[src/rtl/stream_pkg.sv]
// Shared definitions for the stream sequencer slice.
//   state_t     : sequencer FSM states (IDLE, RUN)
//   log2_ceil   : ceiling log2, used to size the raster counters
//   FRAME_CNT_W : width of the completed-frame counter
//   DEFAULT_*   : default VGA-style raster dimensions and the counter widths they need
package stream_pkg;

  typedef enum logic {
    IDLE = 1'b0,
    RUN  = 1'b1
  } state_t;

  localparam int FRAME_CNT_W = 16;

  // Smallest n with 2**n >= value. The loop stops at 30 so the shift never reaches the sign bit.
  function automatic int log2_ceil(input int value);
    int result;
    result = 0;
    for (int i = 0; i < 31; i++) begin
      if ((1 << i) < value) begin
        result = i + 1;
      end
    end
    return result;
  endfunction

  localparam int DEFAULT_FRAME_HEIGHT = 525;
  localparam int DEFAULT_FRAME_WIDTH  = 800;
  localparam int DEFAULT_V_BITW       = log2_ceil(DEFAULT_FRAME_HEIGHT);
  localparam int DEFAULT_H_BITW       = log2_ceil(DEFAULT_FRAME_WIDTH);

endpackage

[src/rtl/stream_sequencer_raster_counter.sv]
// Raster position counter: walks hcnt across FRAME_WIDTH columns and vcnt down
// FRAME_HEIGHT rows, one position per step.
//   clock, rst : clock and asynchronous active-high reset
//   clear      : return to (0,0) on the next edge, overrides step
//   step       : advance one raster position
//   vcnt, hcnt : current raster row / column
//   frame_end  : combinational, high when a step is taken at the last position of the frame
module raster_counter
  import stream_pkg::*;
#(
  parameter int FRAME_HEIGHT = DEFAULT_FRAME_HEIGHT,
  parameter int FRAME_WIDTH  = DEFAULT_FRAME_WIDTH,
  parameter int V_BITW       = log2_ceil(FRAME_HEIGHT),
  parameter int H_BITW       = log2_ceil(FRAME_WIDTH)
) (
  input  logic              clock,
  input  logic              rst,
  input  logic              clear,
  input  logic              step,
  output logic [V_BITW-1:0] vcnt,
  output logic [H_BITW-1:0] hcnt,
  output logic              frame_end
);

  localparam logic [V_BITW-1:0] V_LAST = V_BITW'(FRAME_HEIGHT - 1);
  localparam logic [H_BITW-1:0] H_LAST = H_BITW'(FRAME_WIDTH - 1);

  logic line_end;

  assign line_end  = step && (hcnt == H_LAST);
  assign frame_end = line_end && (vcnt == V_LAST);

  always_ff @(posedge clock or posedge rst) begin
    if (rst) begin
      vcnt <= '0;
      hcnt <= '0;
    end else if (clear || frame_end) begin
      vcnt <= '0;
      hcnt <= '0;
    end else if (line_end) begin
      vcnt <= vcnt + V_BITW'(1);
      hcnt <= '0;
    end else if (step) begin
      hcnt <= hcnt + H_BITW'(1);
    end
  end

endmodule

[src/rtl/stream_sequencer.sv]
// Raster sequencer for the patch-extraction datapath. Consumes the active-area
// pixel stream, walks the full frame raster (blanking included), inserts zero
// pixels during blanking and issues one dp_enable per raster step.
//   clock, rst            : clock and asynchronous active-high reset
//   start, continuous     : begin a frame from IDLE; chain frames when high at frame end
//   abort                 : drop the current frame and return to IDLE
//   in_valid/in_pixel     : upstream stream, consumed when in_valid && in_ready
//   in_ready              : upstream ready (combinational)
//   out_ready             : downstream can accept a datapath step
//   dp_enable             : registered datapath advance strobe
//   dp_pixel/vcnt/hcnt    : registered pixel and its raster position
//   busy                  : sequencer is in RUN
//   frame_done            : one-cycle pulse with the final dp_enable of a frame
//   frame_cnt             : completed frames, wraps at 16 bits
module stream_sequencer
  import stream_pkg::*;
#(
  parameter int BIT_WIDTH    = 8,
  parameter int IMAGE_HEIGHT = 480,
  parameter int IMAGE_WIDTH  = 640,
  parameter int FRAME_HEIGHT = DEFAULT_FRAME_HEIGHT,
  parameter int FRAME_WIDTH  = DEFAULT_FRAME_WIDTH,
  parameter int V_BITW       = log2_ceil(FRAME_HEIGHT),
  parameter int H_BITW       = log2_ceil(FRAME_WIDTH)
) (
  input  logic                   clock,
  input  logic                   rst,
  input  logic                   start,
  input  logic                   continuous,
  input  logic                   abort,
  input  logic                   in_valid,
  input  logic [BIT_WIDTH-1:0]   in_pixel,
  output logic                   in_ready,
  input  logic                   out_ready,
  output logic                   dp_enable,
  output logic [BIT_WIDTH-1:0]   dp_pixel,
  output logic [V_BITW-1:0]      dp_vcnt,
  output logic [H_BITW-1:0]      dp_hcnt,
  output logic                   busy,
  output logic                   frame_done,
  output logic [FRAME_CNT_W-1:0] frame_cnt
);

  localparam logic [V_BITW-1:0] V_ACTIVE = V_BITW'(IMAGE_HEIGHT);
  localparam logic [H_BITW-1:0] H_ACTIVE = H_BITW'(IMAGE_WIDTH);

  state_t                 state;
  state_t                 state_next;
  logic [V_BITW-1:0]      vcnt;
  logic [H_BITW-1:0]      hcnt;
  logic                   frame_end;
  logic                   active;
  logic                   step;
  logic [FRAME_CNT_W-1:0] frame_cnt_q;

  // Abort also clears the raster, so a restarted frame always begins at (0,0).
  raster_counter #(
    .FRAME_HEIGHT (FRAME_HEIGHT),
    .FRAME_WIDTH  (FRAME_WIDTH),
    .V_BITW       (V_BITW),
    .H_BITW       (H_BITW)
  ) u_raster (
    .clock     (clock),
    .rst       (rst),
    .clear     (abort),
    .step      (step),
    .vcnt      (vcnt),
    .hcnt      (hcnt),
    .frame_end (frame_end)
  );

  assign active = (vcnt < V_ACTIVE) && (hcnt < H_ACTIVE);

  always_ff @(posedge clock or posedge rst) begin
    if (rst) begin
      state <= IDLE;
    end else begin
      state <= state_next;
    end
  end

  // Abort wins over both start (in IDLE) and the frame-end transition (in RUN).
  always_comb begin
    state_next = state;
    case (state)
      IDLE: begin
        if (start && !abort) begin
          state_next = RUN;
        end
      end
      RUN: begin
        if (abort) begin
          state_next = IDLE;
        end else if (frame_end && !continuous) begin
          state_next = IDLE;
        end
      end
      default: state_next = IDLE;
    endcase
  end

  // Blanking positions need no input pixel, so they only wait on out_ready.
  always_comb begin
    busy     = (state == RUN);
    in_ready = (state == RUN) && !abort && active && out_ready;
    step     = (state == RUN) && !abort && out_ready && (!active || in_valid);
  end

  always_ff @(posedge clock or posedge rst) begin
    if (rst) begin
      dp_enable   <= 1'b0;
      dp_pixel    <= '0;
      dp_vcnt     <= '0;
      dp_hcnt     <= '0;
      frame_done  <= 1'b0;
      frame_cnt_q <= '0;
    end else begin
      dp_enable  <= step;
      frame_done <= frame_end;
      if (step) begin
        dp_pixel <= active ? in_pixel : '0;
        dp_vcnt  <= vcnt;
        dp_hcnt  <= hcnt;
      end
      if (frame_end) begin
        frame_cnt_q <= frame_cnt_q + FRAME_CNT_W'(1);
      end
    end
  end

  assign frame_cnt = frame_cnt_q;

endmodule

[config.mk]
export PLATFORM = sky130hd
export DESIGN_NAME = stream_sequencer
export DESIGN_NICKNAME = d
export VERILOG_FILES = /design/src/rtl/stream_pkg.sv /design/src/rtl/stream_sequencer_raster_counter.sv /design/src/rtl/stream_sequencer.sv
export SDC_FILE = /design/constraint.sdc
export NUM_CORES = 1
export LEC_CHECK = 0
export CORE_MARGIN = 3
export CORE_UTILIZATION = 40
export DETAILED_ROUTE_END_ITERATION = 10
export PLACE_DENSITY = 0.72
export SYNTH_ARGS = -nofsm -noshare
export SYNTH_HDL_FRONTEND = slang
export SYNTH_SLANG_ARGS = --single-unit
[constraint.sdc]
create_clock -name clock -period 2.85 [get_ports clock]
set_input_delay 0.285 -clock clock [delete_from_list [all_inputs] [get_ports clock]]
set_output_delay 0.285 -clock clock [all_outputs]
set_load 0.005 [all_outputs]
==> metrics list <==
- Core region area: ~7000 sq um
- In the synthesized netlist the async set-or-reset flop fraction comes to 1.000.
* Unrepaired setup endpoints after global routing: no
- Of all nets on the critical path, the largest fanout is 5.
- TritonCTS sink count: 67
- At the end of the flow, the number of nets in the layout was 381.
* Worst Reg-to-Reg Cells: 7
* Number of clock buffers inserted by TritonCTS: 9
- Class of the tightest hold or removal check: input pin to async pin
- Shortest clock period the worst path allows after layout: roughly 2100 ps
- The clock reaches the later pin of the worst-skew pair after 350 ps.
- Overall die width: ~92 um
- Kind of launch point of the worst setup path: flip-flop
- Max-slew headroom: 0.3951
* Required time of the critical path: approximately 2600 ps
- CTS H-Tree Depth: 3
- Clock slew at reported path FFs: around 80 ps
* GRT Util Overall: 0.1571
* GR Overflow Total: 0
* Detailed-route vias per instance: ~5.0
* Maximum count of clock buffers along a single path: 2
- LEAKAGE: 1.849 nW
* Library cell with the largest summed area after synthesis: sky130_fd_sc_hd__dfrtp_1
- Power density of the placed cells: between 500 and 600 nW/um^2
* RD Place Congestion: roughly 0.85
- Post-Synthesis Net Count: between 300 and 400
- The final layout contains routed wiring with a total length of 6.317 mm.
- In this run the critical register-to-register path is captured at frame_cnt[5]$_DFFE_PP0P_.
- Post-synthesis cell area: 2988 sq um
- The most critical setup path has its startpoint at u_raster.hcnt[7]$_DFFE_PP0P_.
* TritonCTS clock tree: yes
- Of the post-synthesis cell area, the dominant cell type holds 0.5611.
* Setup Fix Bufs, Post-CTS: 0
- The via count of the first global-routing pass was about 2,300.
* Initial standard-cell utilization of the core: 0.4257
* Library cells used by synthesis: 39
* Chip height: between 90 and 100 um
- Gates resized during post-CTS repair numbered 0.
- Across all register-to-register paths, the minimum setup slack is between 700 and 800 ps.
- The count of endpoints failing hold in the final timing report is 0.
* EDFF count, synth: 0
- The max-slew violation total from the final report is 0.
- For this run, design rule violations remaining after detail routing come to 0.
- The routed layout has approximately 2,300 vias.
- Outcome: finished clean
- Layout area overhead: 32.87%
- STA classifies the critical path endpoint as an output port.
* Synthesized instance count: between 200 and 300
- Global-route wire length before repair: 10.84 mm
- The average instance in the mapped netlist occupies around 10 sq um.
* Diode insertion count for antenna repair: 0
- 63 I/O pins were placed.
* Capturing element of the worst setup path: in_ready
- The layout has 621 filler cells.
- Actual slew at the worst max-slew pin: 900.4 ps
- Entering global routing, the biggest net connects 36 pins.
- In this run the critical register-to-register path is launched from u_raster.vcnt[0]$_DFFE_PP0P_.
* Clock tree root driver cell: sky130_fd_sc_hd__clkbuf_8
- Data on the critical path arrives at its endpoint at around 1900 ps.
- After detailed routing, the average wire length per cell comes to around 14 um.
- The worst setup path is of the flip-flop to output port kind.
- DP HPWL: 4.463 mm
- Number of flip-flops and latches in the synthesized netlist: 67
- First drt pass iteration count: 5
* DRT antenna net count: 0
- Number of hold-repair buffers added at the cts stage: 0
* Synthesis Warnings: 0
- In the synthesized netlist the dominant register cell turns out to be sky130_fd_sc_hd__dfrtp_1.
- The first routing iteration left 90 violations.
- Max-cap violations in this run came to 0.
- Of the synthesized area, sequential elements account for 0.5611.
- Post-Route Utilization: 0.5656
- In the layout the commonest cells are 70 x sky130_fd_sc_hd__nand2_1, 67 x sky130_fd_sc_hd__dfrtp_1, 62 x sky130_fd_sc_hd__clkdlybuf4s50_1, 21 x sky130_fd_sc_hd__nor2_1.
- Period utilization: 0.7477
* Cell types occupying the most area after synthesis: sky130_fd_sc_hd__dfrtp_1 56%, sky130_fd_sc_hd__nand2_1 8.8%, sky130_fd_sc_hd__xnor2_1 2.9%
- Between clock sinks in the finished design, the worst skew comes to between 10 and 15 ps.
- Most common cell after layout, fill and taps aside: sky130_fd_sc_hd__nand2_1
- In the final layout, the share of cells above drive strength 1 is 0.08447.
- Largest vdd supply drop: around 0.00021 V
- Post-route setup TNS: 0 ps
* Die area: 8542 sq um
- Setup violation total in the final timing report: 0
- Row generation in the floorplan step produced 30 rows.
- Derived from the worst setup path, the maximum achievable clock frequency is between 400 and 500 MHz.
- IO buf count: 62
* Antenna violations before repair: 0
[kinds of logic after synthesis]
logic type / synth area share
AO/OA/AOI/OAI: 0.05946
buffers and inverters: 0.02638
AND/OR/NAND/NOR: 0.2504
adder cells (fa/ha/maj): 0.01675
XOR/XNOR: 0.06407
multiplexers: 0.02177
flip-flops: 0.5611
[area by class of cell]
class / count / area [sq um] / area share
Clock buffer: 9 / 123.9 / 0.03120
Multi-Input combinational cell: 210 / 1236 / 0.3114
Timing Repair Buffer: 67 / 670.6 / 0.1689
Sequential cell: 67 / 1677 / 0.4223
Inverter: 7 / 26.28 / 0.006618
Clock inverter: 7 / 116.4 / 0.02931
Tap cell: 96 / 120.1 / 0.03026
[per-layer routing]
metal,vias to the layer above,global-route usage,part of all wire
li1,1128,-,-
met1,1109,0.2052,0.45
met2,71,0.2459,0.47
met3,8,0.05199,0.070
met4,0,0.05198,0.012
met5,-,0,0
[worst min-delay path by stage]
stage                                 from                            to  slack, ps  depth (start not counted)
finish                                 rst      frame_cnt[8]$_DFFE_PP0P_        380                          2
global route                           rst      frame_cnt[3]$_DFFE_PP0P_        450                          2
CTS                                    rst      frame_cnt[3]$_DFFE_PP0P_        400                          2
detailed placement  dp_hcnt[0]$_DFFE_PP0P_        dp_hcnt[0]$_DFFE_PP0P_        460                          2
global placement    dp_vcnt[2]$_DFFE_PP0P_        dp_vcnt[2]$_DFFE_PP0P_        460                          2
floorplan                            abort  u_raster.vcnt[0]$_DFFE_PP0P_        350                          1
[cell usage after synthesis, drive strengths merged (3+ instances only)]
library cell	instances
and4	5
xor2	11
buf	4
nor2	21
nand3b	3
clkbuf	8
a22o	8
nand4	11
dfrtp	67
a21oi	10
inv	7
xnor2	10
and2	3
o21ai	10
ha	4
and3	10
mux2	4
nand3	11
or3	3
nand2	70
[state kept, by name, summed over array words and instances, names as in the netlist, 8 cells and up]
signal,flops
dp_vcnt,10
u_raster.hcnt,10
u_raster.vcnt,10
dp_hcnt,10
dp_pixel,8
frame_cnt,16
[where the power goes]
group	internal [mW]	total (mW)	switching, mW
Combinational	0.0876	0.144	0.0565
Sequential	0.977	0.992	0.0150
Clock	0.579	0.937	0.358
[through the flow]
step	setup slack, ps	hold slack (ps)	instance area [sq um]	total power [mW]	instances
floorplan	881.8	350.6	2988	1.063	296
global placement	737.4	458.3	3730	1.155	447
detailed placement	639.1	463.3	3730	1.158	447
global route	542.9	450.5	3970	2.157	463
CTS	692.0	403.3	3970	2.095	463
finish	719.1	376.1	3970	2.073	463
[worst max-delay path, stage by stage (launching register included)]
cell and delay, ps:
sky130_fd_sc_hd__dfrtp_1 430, sky130_fd_sc_hd__o21ai_0 270, sky130_fd_sc_hd__nand3_1 180, sky130_fd_sc_hd__nor2_1 110, sky130_fd_sc_hd__clkdlybuf4s50_1 520
No activity file was read; power rests on OpenSTA's default activity.
